===== src/rtl/axis_weight_memory_writer_pkg.sv =====
// Shared state type and default widths for the AXI-Stream weight memory writer.
// Also holds a helper that sizes the beat counter.
package axis_weight_memory_writer_pkg;

    localparam int DEFAULT_AXIS_BUS_BIT_WIDTH = 64;
    localparam int DEFAULT_PACK_FACTOR        = 2;
    localparam int DEFAULT_MEM_ADDR_WIDTH     = 10;

    typedef enum logic [1:0] {
        ST_IDLE    = 2'd0,
        ST_RECEIVE = 2'd1,
        ST_DONE    = 2'd2
    } writer_state_e;

    // A single-beat row still needs a one-bit counter so the port widths stay legal.
    function automatic int beat_cnt_width(input int pack_factor);
        return (pack_factor > 1) ? $clog2(pack_factor) : 1;
    endfunction

endpackage


===== src/rtl/axis_weight_memory_writer_row_packer.sv =====
// Packs accepted stream beats into one memory row, beat 0 in the LSBs.
// The row completes on the last slice or on s_last; missing slices read as zero.
module weight_row_packer
    import axis_weight_memory_writer_pkg::*;
#(
    parameter int AXIS_BUS_BIT_WIDTH = DEFAULT_AXIS_BUS_BIT_WIDTH,
    parameter int PACK_FACTOR        = DEFAULT_PACK_FACTOR
) (
    input  logic                                      clk,
    input  logic                                      rst,
    input  logic                                      clear_i,
    input  logic                                      beat_valid_i,
    input  logic [AXIS_BUS_BIT_WIDTH-1:0]             beat_data_i,
    input  logic                                      beat_last_i,
    output logic                                      row_done_o,
    output logic [AXIS_BUS_BIT_WIDTH*PACK_FACTOR-1:0] row_data_o
);

    localparam int ROW_W = AXIS_BUS_BIT_WIDTH * PACK_FACTOR;
    localparam int CNT_W = beat_cnt_width(PACK_FACTOR);
    localparam logic [CNT_W-1:0] LAST_SLICE = CNT_W'(PACK_FACTOR - 1);
    localparam logic [CNT_W-1:0] CNT_ONE    = CNT_W'(1);

    logic [CNT_W-1:0] beat_cnt_q, beat_cnt_d;
    logic [ROW_W-1:0] row_q, row_d;

    // The held row is zeroed after every completed row, so unfilled slices stay zero.
    always_comb begin
        row_data_o = row_q;
        for (int s = 0; s < PACK_FACTOR; s++) begin
            if (beat_cnt_q == CNT_W'(s)) begin
                row_data_o[s*AXIS_BUS_BIT_WIDTH +: AXIS_BUS_BIT_WIDTH] = beat_data_i;
            end
        end
        row_done_o = beat_valid_i && ((beat_cnt_q == LAST_SLICE) || beat_last_i);

        row_d      = row_q;
        beat_cnt_d = beat_cnt_q;
        if (clear_i || row_done_o) begin
            row_d      = '0;
            beat_cnt_d = '0;
        end else if (beat_valid_i) begin
            row_d      = row_data_o;
            beat_cnt_d = beat_cnt_q + CNT_ONE;
        end
    end

    always_ff @(posedge clk) begin
        if (rst) begin
            row_q      <= '0;
            beat_cnt_q <= '0;
        end else begin
            row_q      <= row_d;
            beat_cnt_q <= beat_cnt_d;
        end
    end

endmodule


===== src/rtl/axis_weight_memory_writer.sv =====
// Loads a block of weights from an AXI-Stream into consecutive rows of a weight memory.
// Rows are written one cycle after they complete; errors flag early or missing s_last.
module axis_weight_memory_writer
    import axis_weight_memory_writer_pkg::*;
#(
    parameter int AXIS_BUS_BIT_WIDTH = DEFAULT_AXIS_BUS_BIT_WIDTH,
    parameter int PACK_FACTOR        = DEFAULT_PACK_FACTOR,
    parameter int MEM_ADDR_WIDTH     = DEFAULT_MEM_ADDR_WIDTH
) (
    input  logic                                      clk,
    input  logic                                      rst,
    input  logic                                      start_i,
    input  logic [MEM_ADDR_WIDTH-1:0]                 base_addr_i,
    input  logic [MEM_ADDR_WIDTH:0]                   num_rows_i,
    input  logic [AXIS_BUS_BIT_WIDTH-1:0]             s_data,
    input  logic                                      s_valid,
    input  logic                                      s_last,
    output logic                                      s_ready,
    output logic                                      mem_we_o,
    output logic [MEM_ADDR_WIDTH-1:0]                 mem_addr_o,
    output logic [AXIS_BUS_BIT_WIDTH*PACK_FACTOR-1:0] mem_wdata_o,
    output logic                                      busy_o,
    output logic                                      done_o,
    output logic [MEM_ADDR_WIDTH:0]                   rows_written_o,
    output logic                                      err_early_last_o,
    output logic                                      err_no_last_o
);

    localparam int ROW_W = AXIS_BUS_BIT_WIDTH * PACK_FACTOR;
    localparam logic [MEM_ADDR_WIDTH:0] ONE_ROW = (MEM_ADDR_WIDTH + 1)'(1);

    writer_state_e             state_q, state_d;
    logic [MEM_ADDR_WIDTH-1:0] base_q, base_d;
    logic [MEM_ADDR_WIDTH:0]   num_rows_q, num_rows_d;
    logic [MEM_ADDR_WIDTH:0]   rows_written_q, rows_written_d;
    logic                      mem_we_q, mem_we_d;
    logic [MEM_ADDR_WIDTH-1:0] mem_addr_q, mem_addr_d;
    logic [ROW_W-1:0]          mem_wdata_q, mem_wdata_d;
    logic                      done_q, done_d;
    logic                      err_early_q, err_early_d;
    logic                      err_no_q, err_no_d;

    logic             beat_accept;
    logic             packer_clear;
    logic             row_done;
    logic [ROW_W-1:0] row_data;

    assign beat_accept = s_valid && (state_q == ST_RECEIVE);

    weight_row_packer #(
        .AXIS_BUS_BIT_WIDTH (AXIS_BUS_BIT_WIDTH),
        .PACK_FACTOR        (PACK_FACTOR)
    ) u_packer (
        .clk          (clk),
        .rst          (rst),
        .clear_i      (packer_clear),
        .beat_valid_i (beat_accept),
        .beat_data_i  (s_data),
        .beat_last_i  (s_last),
        .row_done_o   (row_done),
        .row_data_o   (row_data)
    );

    // The row index of a completing row is the count of rows already written.
    always_comb begin
        state_d        = state_q;
        base_d         = base_q;
        num_rows_d     = num_rows_q;
        rows_written_d = rows_written_q;
        mem_we_d       = 1'b0;
        mem_addr_d     = mem_addr_q;
        mem_wdata_d    = mem_wdata_q;
        done_d         = 1'b0;
        err_early_d    = err_early_q;
        err_no_d       = err_no_q;
        packer_clear   = 1'b0;

        case (state_q)
            ST_IDLE: begin
                if (start_i && (num_rows_i != '0)) begin
                    state_d        = ST_RECEIVE;
                    base_d         = base_addr_i;
                    num_rows_d     = num_rows_i;
                    rows_written_d = '0;
                    err_early_d    = 1'b0;
                    err_no_d       = 1'b0;
                    packer_clear   = 1'b1;
                end
            end
            ST_RECEIVE: begin
                if (row_done) begin
                    mem_we_d       = 1'b1;
                    mem_addr_d     = base_q + rows_written_q[MEM_ADDR_WIDTH-1:0];
                    mem_wdata_d    = row_data;
                    rows_written_d = rows_written_q + ONE_ROW;
                    if (rows_written_q == (num_rows_q - ONE_ROW)) begin
                        state_d  = ST_DONE;
                        done_d   = 1'b1;
                        err_no_d = !s_last;
                    end else if (s_last) begin
                        state_d     = ST_DONE;
                        done_d      = 1'b1;
                        err_early_d = 1'b1;
                    end
                end
            end
            ST_DONE: state_d = ST_IDLE;
            default: state_d = ST_IDLE;
        endcase
    end

    always_ff @(posedge clk) begin
        if (rst) begin
            state_q        <= ST_IDLE;
            base_q         <= '0;
            num_rows_q     <= '0;
            rows_written_q <= '0;
            mem_we_q       <= 1'b0;
            mem_addr_q     <= '0;
            mem_wdata_q    <= '0;
            done_q         <= 1'b0;
            err_early_q    <= 1'b0;
            err_no_q       <= 1'b0;
        end else begin
            state_q        <= state_d;
            base_q         <= base_d;
            num_rows_q     <= num_rows_d;
            rows_written_q <= rows_written_d;
            mem_we_q       <= mem_we_d;
            mem_addr_q     <= mem_addr_d;
            mem_wdata_q    <= mem_wdata_d;
            done_q         <= done_d;
            err_early_q    <= err_early_d;
            err_no_q       <= err_no_d;
        end
    end

    // Reset also masks a write already registered from the previous cycle.
    assign mem_we_o         = mem_we_q && !rst;
    assign done_o           = done_q && !rst;
    assign s_ready          = (state_q == ST_RECEIVE);
    assign busy_o           = (state_q != ST_IDLE);
    assign mem_addr_o       = mem_addr_q;
    assign mem_wdata_o      = mem_wdata_q;
    assign rows_written_o   = rows_written_q;
    assign err_early_last_o = err_early_q;
    assign err_no_last_o    = err_no_q;

endmodule


===== config.mk =====
export PLATFORM = sky130hd
export DESIGN_NAME = axis_weight_memory_writer
export DESIGN_NICKNAME = d
export VERILOG_FILES = /design/src/rtl/axis_weight_memory_writer_pkg.sv /design/src/rtl/axis_weight_memory_writer_row_packer.sv /design/src/rtl/axis_weight_memory_writer.sv
export SDC_FILE = /design/constraint.sdc
export NUM_CORES = 1
export LEC_CHECK = 0
export ABC_AREA = 1
export CORE_UTILIZATION = 25
export DETAILED_ROUTE_END_ITERATION = 7
export PLACE_DENSITY = 0.55
export REMOVE_ABC_BUFFERS = 1
export SETUP_SLACK_MARGIN = 0.5
export SLEW_MARGIN = 25
export SYNTH_ARGS = -nofsm -noshare
export SYNTH_HDL_FRONTEND = slang
export SYNTH_SLANG_ARGS = --single-unit

===== constraint.sdc =====
create_clock -name clk -period 5.7 [get_ports clk]
set_input_delay 0.57 -clock clk [delete_from_list [all_inputs] [get_ports clk]]
set_output_delay 0.57 -clock clk [all_outputs]
set_load 0.01 [all_outputs]

==> results of run 1 <==
[synthesized netlist by cell type]
master,count
a21o_1,2
a21oi_1,213
a22o_1,1
a31oi_1,2
a32o_1,3
buf_1,9
buf_2,48
buf_6,8
clkbuf_1,36
dfxtp_1,305
fa_1,1
ha_1,11
inv_1,96
inv_2,2
inv_4,1
mux2i_1,46
nand2_1,258
nand2_2,1
nand2_4,2
nand3_1,16
nand3_2,1
nand3b_1,1
nand4_1,3
nor2_1,335
nor2_2,6
nor2_8,3
nor3_1,8
nor4_1,1
o2111ai_1,1
o21ai_0,110
o21ai_1,94
o21bai_1,1
o311ai_0,1
or2_2,4
xnor2_1,2
xor2_1,6
[stage by stage]
step / total power [mW] / util / setup WS [ns] / area [µm²] / hold slack [ns]
3_3_place_gp: 2.76 / 0.312 / 2.14 / 15300 / 0.444
6_report: 5.01 / 0.336 / 2.49 / 16500 / 0.449
2_1_floorplan: 2.56 / - / -3.37 / 11900 / 0.429
5_1_grt: 5.27 / 0.336 / 2.05 / 16500 / 0.465
3_5_place_dp: 2.77 / 0.312 / 2.13 / 15300 / 0.445
4_1_cts: 5.13 / 0.336 / 2.42 / 16500 / 0.454
[per-layer routing]
metal / up-vias / wire (µm) / track usage
li1: 5729 / - / -
met1: 5043 / 15700 / 0.168
met2: 198 / 15700 / 0.221
met3: 50 / 1770 / 0.0310
met4: 2 / 782 / 0.0476
met5: - / 11 / 0
[placed cells by master, fill, tap and decap left out, types with 3 or more instances in the layout]
cell / synthesis / final
xor2_1: 6 / 6
mux2i_1: 46 / 46
nor2_2: 6 / 5
or2_2: 4 / 4
o21ai_0: 110 / 110
nor3_1: 8 / 8
clkbuf_8: 0 / 4
a21oi_1: 213 / 213
clkdlybuf4s50_1: 0 / 244
clkbuf_16: 0 / 38
inv_1: 96 / 96
o21ai_1: 94 / 94
ha_1: 11 / 11
clkbuf_1: 36 / 11
a32o_1: 3 / 3
nor2_1: 335 / 335
nand2_1: 258 / 257
dfxtp_1: 305 / 304
buf_4: 0 / 8
nand3_1: 16 / 16
nand4_1: 3 / 3
nor2_8: 3 / 3
[logic make-up (layout without fill, tap and decap cells)]
| group | Yosys count | after routing | share of synthesized area |
|---|---|---|---|
| mux | 46 | 46 | 0.0372 |
| fa+ha+maj | 12 | 12 | 0.0127 |
| buf+inv | 200 | 415 | 0.0705 |
| compound gates | 428 | 428 | 0.176 |
| flops | 305 | 305 | 0.493 |
| simple gates | 639 | 639 | 0.205 |
| xor+xnor | 8 | 8 | 0.00566 |
[critical path: cells and delay by family, from the launching register on]
| kind | cells | cell delay (ns) |
|---|---|---|
| AO/OA/AOI/OAI | 1 | 0.14 |
| buffers and inverters | 2 | 1.55 |
| AND/OR/NAND/NOR | 2 | 0.12 |
| multiplexers | 1 | 0.34 |
| flip-flops | 1 | 0.86 |
[cell type report]
cell class,count,area (µm²),area share
Sequential cell,305,6110,0.371
Multi-Input combinational cell,1133,5430,0.330
Timing Repair Buffer,254,2530,0.154
Clock buffer,53,1050,0.0636
Tap cell,664,831,0.0505
Inverter,99,379,0.0230
Clock inverter,9,135,0.00821
[how the worst max path moves through the flow]
stage          slack (ns)                 end                 from  cells after the start
2_1_floorplan       -3.37   u_packer.row_q[0]  u_packer.beat_cnt_q                      5
3_3_place_gp         2.14       mem_addr_o[0]              s_valid                      7
3_5_place_dp         2.13  u_packer.row_q[96]              s_valid                      7
4_1_cts              2.42  u_packer.row_q[32]  u_packer.beat_cnt_q                      7
5_1_grt              2.05  u_packer.row_q[32]  u_packer.beat_cnt_q                      7
6_report             2.49  u_packer.row_q[10]  u_packer.beat_cnt_q                      6
[sequential cells by signal, summed over array words and instances, names as in the netlist]
signal	flops
mem_wdata_o	128
u_packer.row_q	128
num_rows_q	11
rows_written_o	11
base_q	10
mem_addr_o	10
state_q	2
done_q	1
err_early_last_o	1
err_no_last_o	1
mem_we_q	1
u_packer.beat_cnt_q	1
[power by group]
group | internal (mW) | total (mW) | switching (mW) | leakage (nW)
Sequential | 2.18 | 2.22 | 0.0384 | 2.47
Clock | 1.38 | 2.30 | 0.918 | 0.577
Combinational | 0.196 | 0.494 | 0.298 | 2.91
==> insert_results.sql, run 1 <==
INSERT INTO impl_metrics (metric_group, metric, value, unit) VALUES
('outcome', 'status', 'finished clean', ''),
('clock_tree', 'path_clk_slew', '0.05', 'ns'),
('floorplan', 'die_width', '225', 'µm'),
('critical_path', 'rrSetupSlack', '2.49', 'ns'),
('clock_tree', 'cts_post_setup_buffers_inserted', '0', ''),
('drt', 'avgRoutedWirePerCell', '13.5', 'µm'),
('synth', 'synthCells', '1638', ''),
('critical_path', 'cp_data_arrival_time', '3.61', 'ns'),
('final_layout', 'num-nets-final', '1933', ''),
('synth', 'synthDominantCellAreaShare', '0.493', ''),
('timing', 'finClkSkew', '0.0213', 'ns'),
('timing', 'finalCritPeriodShare', '0.563', ''),
('timing', 'period_minus_slack', '3.21', 'ns'),
('clock_tree', 'clock_root_buffer', 'clkbuf_16', ''),
('final_layout', 'n_antenna_cell', '0', ''),
('hold_path', 'hold-path-endpoint', 'base_q[0]', ''),
('drt', 'via_count', '11022', ''),
('floorplan', 'height_of_the_chip', '225', 'µm'),
('critical_path', 'critical_path.reg2reg.startpoint', 'u_packer.beat_cnt_q', ''),
('floorplan', 'placement_rows', '81', ''),
('drt', 'detail_route.drc_violations', '0', ''),
('timing', 'grt_setup_unrepaired', 'false', ''),
('clock_tree', 'post_cts_hold_buffer_count', '0', ''),
('power_and_ir_drop', 'vdd.ir_drop.worst', '0.178', 'mV'),
('global_routing', 'grt_antenna_before_repair', '1', ''),
('clock_tree', 'htree_levels', '2', ''),
('synth', 'yosys_warnings', '0', ''),
('synth', 'cell_area_synth', '0.0124', 'mm²'),
('critical_path', 'crit_reg_reg_endpoint', 'u_packer.row_q[10]', ''),
('critical_path', 'required', '6.10', 'ns'),
('final_layout', 'layoutNonFillerInstCount', '2517', ''),
('floorplan', 'floorplan.core_area', '0.0490', 'mm²'),
('critical_path', 'worst-r2r-cell-count', '6', ''),
('placed_design', 'sum_of_net_half_perimeters_after_detailed_placement', '22700', 'µm'),
('critical_path', 'timing.critical_path.slowest_stage_cell', 'dfxtp_4', ''),
('clock_tree', 'clock_insertion_delay_at_the_later_pin_of_the_skew_report', '0.54', 'ns'),
('power_and_ir_drop', 'powerDensity', '304', 'mW/mm²'),
('synth', 'synthTopCellsByArea', 'dfxtp_1 49%, nor2_1 10%, a21oi_1 8.6%', ''),
('drt', 'dr.first_iter.drc_count', '535', ''),
('flow_run', 'max-cap-violations', '0', ''),
('hold_path', 'hold_path_startpoint', 'base_q[0]', ''),
('timing', 'max_slew.worst_pin.slew', '0.892', 'ns'),
('final_layout', 'drive_above_1_share', '0.0448', ''),
('floorplan', 'floorplan.die_area', '0.0504', 'mm²'),
('critical_path', 'cp_cell_sequence', 'buf_4, buf_4, mux2i_1, nor2_1, a21oi_1, nor2_1', ''),
('timing', 'totalNegativeSetupSlack', '0', 'ns'),
('synth', 'synth-seq-cells', '305', ''),
('placed_design', 'placed_cells', '2455', ''),
('synth', 'syn_area_per_cell', '7.56', 'µm²'),
('timing', 'max_freq', '312', 'MHz'),
('clock_tree', 'clock_tree.buffer_depth', '3', ''),
('final_layout', 'num-fill-cells', '5161', ''),
('drt', 'vias_per_cell', '4.38', ''),
('timing', 'slew-limit-headroom', '0.405', ''),
('placed_design', 'finalWeightedCongestion', '0.786', ''),
('global_routing', 'grt_pass1_wl', '54000', 'µm'),
('placed_design', 'portBuffers', '244', ''),
('global_routing', 'grt_pass1_vias', '10346', ''),
('synth', 'ys_seq_area_frac', '0.493', ''),
('drt', 'drt.antenna.violating_nets', '0', ''),
('final_layout', 'syn2layout_area_growth', '32.9', '%'),
('critical_path', 'cpPeakStageDelay', '0.86', 'ns'),
('hold_path', 'hold_path_class', 'flop to flop', ''),
('timing', 'setup-violations-final', '0', ''),
('critical_path', 'critical_path.max_fanout', '81', ''),
('synth', 'synth_largest_area_cell', 'dfxtp_1', ''),
('timing', 'finalMaxSlewViolations', '0', ''),
('global_routing', 'grt_overflow', '0', ''),
('clock_tree', 'cts_resized', '0', ''),
('clock_tree', 'tritoncts_clock_tree', 'done', ''),
('timing', 'timing.final.hold_violations', '0', '');
(Power assumes the default switching activity.)
==> run 2, diff against run 1 <==
Settings changed: PLACE_DENSITY 0.55 to 0.56.
Clock period 5.7 ns to 2.9 ns, I/O delays scaled along.
==> run 2 against run 1 <==
Net effect: global-route usage is essentially flat; combinational power grew 100%; sequential cell count is the same; hold slack lost 0.029 ns; clock power grew 97%; wire length grew 0.57%; critical endpoint is now mem_we_o.
==> insert_results.sql, run 2 (same netlist as run 1, synthesis figures left out) <==
INSERT INTO impl_metrics (metric_group, metric, value, unit) VALUES
('clock_tree', 'tritoncts_clock_tree', 'done', ''),
('clock_tree', 'clock_root_buffer', 'clkbuf_16', ''),
('critical_path', 'startpoint_kind_of_the_worst_setup_timing_path', 'input pin', ''),
('power_and_ir_drop', 'vdd.ir_drop.worst', '0.348', 'mV'),
('timing', 'timing.final.hold_violations', '0', ''),
('floorplan', 'floorplan.initialDensity', '0.253', ''),
('timing', 'setup-violations-final', '0', ''),
('final_layout', 'leading_cell_types_in_the_layout_fill_and_taps_excluded', '335 x nor2_1, 303 x dfxtp_1, 257 x nand2_1', ''),
('critical_path', 'timing.critical_path.to_type', 'output port', ''),
('timing', 'max_freq', '487', 'MHz'),
('final_layout', 'layout_commonest_cell', 'nor2_1', ''),
('floorplan', 'floorplan.core_area', '0.0490', 'mm²'),
('timing', 'totalNegativeSetupSlack', '0', 'ns'),
('power_and_ir_drop', 'powerDensity', '597', 'mW/mm²'),
('final_layout', 'layoutNonFillerInstCount', '2523', ''),
('critical_path', 'required', '2.61', 'ns'),
('outcome', 'status', 'finished clean', ''),
('timing', 'finalCritPeriodShare', '0.709', ''),
('global_routing', 'grt_antenna_before_repair', '0', ''),
('timing', 'slew-limit-headroom', '0.520', ''),
('placed_design', 'finalWeightedCongestion', '0.798', ''),
('placed_design', 'sum_of_net_half_perimeters_after_detailed_placement', '22600', 'µm'),
('critical_path', 'setup.worst_path.class', 'input pin to output port', ''),
('clock_tree', 'tritoncts_num_sinks', '305', ''),
('global_routing', 'grt_pass1_wl', '54500', 'µm'),
('clock_tree', 'clock_insertion_delay_at_the_later_pin_of_the_skew_report', '0.53', 'ns'),
('final_layout', 'drive_above_1_share', '0.0490', ''),
('placed_design', 'dp_slack', '0.663', 'ns'),
('global_routing', 'grt_overflow', '0', ''),
('clock_tree', 'path_clk_slew', '0.06', 'ns'),
('timing', 'final_critical_path_setup_slack', '0.845', 'ns'),
('drt', 'firstDrtPassIters', '5', ''),
('final_layout', 'syn2layout_area_growth', '33.8', '%'),
('drt', 'via_count', '11085', ''),
('drt', 'drt.antenna.violating_nets', '0', ''),
('final_layout', 'num-nets-final', '1937', ''),
('floorplan', 'height_of_the_chip', '225', 'µm'),
('floorplan', 'floorplan.die_area', '0.0504', 'mm²'),
('critical_path', 'critical_path.max_fanout', '9', ''),
('timing', 'finalMaxSlewViolations', '0', ''),
('drt', 'dr.first_iter.drc_count', '638', ''),
('drt', 'avgRoutedWirePerCell', '13.5', 'µm'),
('global_routing', 'grt_pass1_vias', '10465', ''),
('clock_tree', 'numCtsBuffers', '36', ''),
('critical_path', 'cp_data_arrival_time', '1.77', 'ns'),
('timing', 'finClkSkew', '0.0190', 'ns'),
('placed_design', 'portBuffers', '244', ''),
('power_and_ir_drop', 'leak', '6.00', 'nW'),
('flow_run', 'max-cap-violations', '0', ''),
('timing', 'fin_hold_ws', '0.420', 'ns'),
('floorplan', 'io_pins', '245', ''),
('global_routing', 'globalRouteTotalUtil', '0.134', ''),
('global_routing', 'maximum_number_of_pins_on_one_net_before_global_route_repair', '150', ''),
('drt', 'routed_wirelength', '34200', 'µm'),
('floorplan', 'placement_rows', '81', ''),
('final_layout', 'n_antenna_cell', '0', ''),
('clock_tree', 'cts_post_setup_buffers_inserted', '0', ''),
('timing', 'period_minus_slack', '2.06', 'ns'),
('hold_path', 'hold_path_class', 'input pin to flop', ''),
('clock_tree', 'htree_levels', '2', ''),
('drt', 'detail_route.drc_violations', '0', ''),
('placed_design', 'placed_cells', '2461', ''),
('timing', 'grt_setup_unrepaired', 'false', ''),
('drt', 'vias_per_cell', '4.39', ''),
('clock_tree', 'clock_tree.buffer_depth', '3', ''),
('floorplan', 'die_width', '225', 'µm'),
('timing', 'max_slew.worst_pin.slew', '0.720', 'ns'),
('power_and_ir_drop', 'power.total', '9.89', 'mW');
-- run 2: changes by cell type in the layout (fill, tap and decap cells not counted), moves of 2 or more --
cell       before  now
clkinv_2        2    4
clkbuf_16      38   36
buf_12          1    7
bufinv_16       2    4
-- run 2: per-stage QoR --
step                 util  cell area (µm²)
floorplan               -            11900
global placement    0.314            15400
detailed placement  0.314            15400
CTS                 0.338            16600
global route        0.338            16600
finish              0.338            16600
-- run 2: worst paths after layout --
kind,startpoint,slack [ns],cells past startpoint,endpoint
worst max-delay path,rst,0.84,3,mem_we_o
worst min-delay path,num_rows_i[8],0.42,3,num_rows_q[8]
worst max register to register,rows_written_o[0],0.85,13,mem_addr_o[6]
worst min register to register,mem_wdata_o[92],0.45,2,mem_wdata_o[92]
-- run 2: what timing repair did --
action,4_1_cts,5_1_grt
hold buffers,0,0
setup endpoints to repair,0,1
gates resized for setup,0,1
-- run 2: metal layers --
metal	part of all wire	routed length, µm	up-vias	global-route usage
met3	0.062	2120	59	0.0383
met5	0	0	-	0
li1	-	-	5738	-
met4	0.026	899	0	0.0452
met1	0.45	15500	5056	0.168
met2	0.46	15600	232	0.218
-- run 2: area by class of cell --
cell class	instances	area, µm²
Timing Repair Buffer	260	2650
Fill cell	5123	32400
Multi-Input combinational cell	1133	5430
Sequential cell	305	6110
Inverter	99	377
Tap cell	664	831
Clock inverter	13	190
Clock buffer	49	980
-- run 2: power breakdown --
group | total, mW | internal, mW | leakage [nW] | switching [mW]
combinational | 1.01 | 0.403 | 2.97 | 0.603
clock | 4.53 | 2.73 | 0.569 | 1.79
sequential | 4.36 | 4.29 | 2.47 | 0.0681
total | 9.89 | 7.43 | 6.00 | 2.47
-- run 2: critical path, cell delays in order --
cell and delay (ns):
clkdlybuf4s50_1 0.69, nor2_1 0.22, clkdlybuf4s50_1 0.56
==> run 3, diff against run 2 <==
Clock period 2.9 ns to 1.8 ns, I/O delays scaled along.
==> run 3 against run 2 <==
Net effect: first-iteration DRC count up 7.2%; sequential power up 61%; via count up 14%; sequential cell count unchanged; register-to-register slack worse by 0.85 ns; clock skew down 0.0049 ns; global-route usage up 1.8 points; critical path depth up 4; non-clock buffer count up 200; hold slack worse by 0.14 ns; utilization up 9.6 points; clock power up 72%; critical path type is now flop to flop; critical endpoint is now u_packer.row_q[100]; largest power group unchanged.
==> insert_results.sql, run 3 (same netlist as run 1, synthesis figures left out) <==
INSERT INTO impl_metrics (metric_group, metric, value, unit) VALUES
('critical_path', 'rrSetupSlack', '0.0006', 'ns'),
('drt', 'detail_route.drc_violations', '0', ''),
('outcome', 'status', 'finished clean', ''),
('clock_tree', 'path_clk_slew', '0.06', 'ns'),
('global_routing', 'grt_overflow', '0', ''),
('final_layout', 'syn2layout_area_growth', '71.5', '%'),
('power_and_ir_drop', 'vdd.ir_drop.worst', '0.540', 'mV'),
('clock_tree', 'numCtsBuffers', '37', ''),
('final_layout', 'area_taken_by_multi_input_logic_gates', '0.00750', 'mm²'),
('drt', 'dr.first_iter.drc_count', '684', ''),
('final_layout', 'drive_above_1_share', '0.450', ''),
('floorplan', 'placement_rows', '81', ''),
('critical_path', 'required', '2.24', 'ns'),
('final_layout', 'total_area_of_sequential_cells', '0.00621', 'mm²'),
('timing', 'grt_setup_unrepaired', 'true', ''),
('critical_path', 'critical_path.reg2reg.startpoint', 'u_packer.beat_cnt_q', ''),
('timing', 'fin_hold_ws', '0.277', 'ns'),
('power_and_ir_drop', 'powerDensity', '839', 'mW/mm²'),
('drt', 'avgRoutedWirePerCell', '17.6', 'µm'),
('drt', 'firstDrtPassIters', '5', ''),
('critical_path', 'cp_data_arrival_time', '2.24', 'ns'),
('placed_design', 'finalWeightedCongestion', '0.835', ''),
('clock_tree', 'clock_root_buffer', 'clkbuf_16', ''),
('hold_path', 'hold_path_class', 'input pin to flop', ''),
('timing', 'timing.final.hold_violations', '0', ''),
('timing', 'period_minus_slack', '1.80', 'ns'),
('critical_path', 'cp-startpoint', 'u_packer.beat_cnt_q', ''),
('floorplan', 'floorplan.initialDensity', '0.253', ''),
('floorplan', 'io_pins', '245', ''),
('hold_path', 'hold-path-endpoint', 'base_q[9]', ''),
('drt', 'routed_wirelength', '48000', 'µm'),
('drt', 'drt.antenna.violating_nets', '0', ''),
('critical_path', 'timing.critical_path.slowest_stage_cell', 'dfxtp_4', ''),
('timing', 'setup-violations-final', '0', ''),
('critical_path', 'path_delay_family', 'compound AO/OA/AOI/OAI gates', ''),
('final_layout', 'num-fill-cells', '4718', ''),
('floorplan', 'height_of_the_chip', '225', 'µm'),
('global_routing', 'globalRouteTotalUtil', '0.151', ''),
('placed_design', 'sum_of_net_half_perimeters_after_detailed_placement', '24900', 'µm'),
('timing', 'finalMaxSlewViolations', '0', ''),
('hold_path', 'hold_path_startpoint', 'base_addr_i[9]', ''),
('clock_tree', 'post_cts_hold_buffer_count', '0', ''),
('clock_tree', 'tritoncts_clock_tree', 'done', ''),
('final_layout', 'num-nets-final', '2138', ''),
('critical_path', 'setup.worst_path.class', 'flop to flop', ''),
('global_routing', 'grt_antenna_before_repair', '0', ''),
('global_routing', 'maximum_number_of_pins_on_one_net_before_global_route_repair', '110', ''),
('timing', 'finalCritPeriodShare', '1.00', ''),
('clock_tree', 'htree_levels', '2', ''),
('timing', 'max_freq', '556', 'MHz'),
('critical_path', 'crit_reg_reg_endpoint', 'u_packer.row_q[100]', ''),
('drt', 'via_count', '12658', ''),
('power_and_ir_drop', 'leak', '8.61', 'nW'),
('critical_path', 'cp.buffers_inverters', '3', ''),
('critical_path', 'critical_path.max_fanout', '20', ''),
('critical_path', 'startpoint_kind_of_the_worst_setup_timing_path', 'flop', ''),
('final_layout', 'layout_commonest_cell', 'dfxtp_1', ''),
('flow_run', 'max-cap-violations', '0', ''),
('timing', 'max_slew.worst_pin.slew', '0.404', 'ns'),
('final_layout', 'leading_cell_types_in_the_layout_fill_and_taps_excluded', '240 x dfxtp_1, 188 x nor2_1, 182 x nand2_1', ''),
('timing', 'finClkSkew', '0.0141', 'ns'),
('critical_path', 'critPathMostFrequentCell', 'clkbuf_16', ''),
('hold_path', 'holdPathStages', '3', ''),
('final_layout', 'n_antenna_cell', '0', ''),
('critical_path', 'cp_cell_sequence', 'buf_4, clkbuf_16, clkbuf_16, o21ai_0, nor2_1, a21oi_1, nor2_4', ''),
('clock_tree', 'clock_tree.buffer_depth', '3', ''),
('floorplan', 'floorplan.core_area', '0.0490', 'mm²'),
('critical_path', 'cpPeakStageDelay', '0.37', 'ns'),
('clock_tree', 'clock_insertion_delay_at_the_later_pin_of_the_skew_report', '0.55', 'ns'),
('global_routing', 'grt_pass1_vias', '11394', ''),
('timing', 'slew-limit-headroom', '0.723', ''),
('placed_design', 'placedInstanceArea', '0.0163', 'mm²'),
('final_layout', 'design_area', '0.0212', 'mm²'),
('floorplan', 'die_width', '225', 'µm'),
('clock_tree', 'tritoncts_num_sinks', '305', ''),
('placed_design', 'portBuffers', '244', ''),
('critical_path', 'timing.critical_path.to_type', 'flop', ''),
('floorplan', 'floorplan.die_area', '0.0504', 'mm²'),
('global_routing', 'grt_pass1_wl', '60700', 'µm'),
('drt', 'vias_per_cell', '4.64', ''),
('critical_path', 'worst-r2r-cell-count', '7', '');
-- run 3: area by class of cell --
class / instances / area share
multi-input cells: 1133 / 0.353
flip-flops and latches: 305 / 0.292
repair buffers: 460 / 0.237
clock buffers: 52 / 0.0505
well taps: 664 / 0.0391
inverters: 99 / 0.0182
clock inverters: 14 / 0.00948
-- run 3: stage by stage --
step | setup slack (ns) | utilization | TNS [ns] | cells | power (mW)
final | 0.000582 | 0.434 | 0 | 2727 | 17.8
after global routing | -0.0446 | 0.434 | -0.103 | 2727 | 18.5
after CTS | 0.0423 | 0.368 | 0 | 2662 | 17.1
after detailed placement | -0.158 | 0.333 | -1.92 | 2550 | 9.03
after global placement | -0.104 | 0.333 | -0.578 | 2550 | 9.00
after floorplan | -7.27 | - | -1622.07 | 1537 | 8.10
-- run 3: worst max path at each step --
stage	to	slack (ns)	cells after the start
final	u_packer.row_q[100]	0.0006	7
after floorplan	u_packer.row_q[0]	-7.27	5
after global routing	err_early_last_o	-0.04	14
after global placement	rows_written_o[7]	-0.10	12
after detailed placement	rows_written_o[7]	-0.16	12
after CTS	mem_addr_o[6]	0.04	13
-- run 3: repair_timing --
item,CTS,global route
resized for setup,816,617
cloned,12,36
setup buffers,34,29
setup endpoints to repair,458,327
pin swaps,33,96
-- run 3: worst min-delay path, cell delays in order --
cell and delay [ns]:
clkdlybuf4s50_1 0.40, o21ai_0 0.15, a21oi_1 0.04
-- run 3: per-layer routing --
metal / GRT usage / part of all wire / wire length [µm]
met3: 0.0426 / 0.054 / 2580
met2: 0.249 / 0.49 / 23400
met1: 0.189 / 0.44 / 21100
met4: 0.0513 / 0.020 / 973
met5: 0 / 0 / 0
-- run 3: power breakdown --
group	switching, mW	internal, mW
clock network	3.05	4.75
logic	1.62	1.37
registers	0.124	6.91
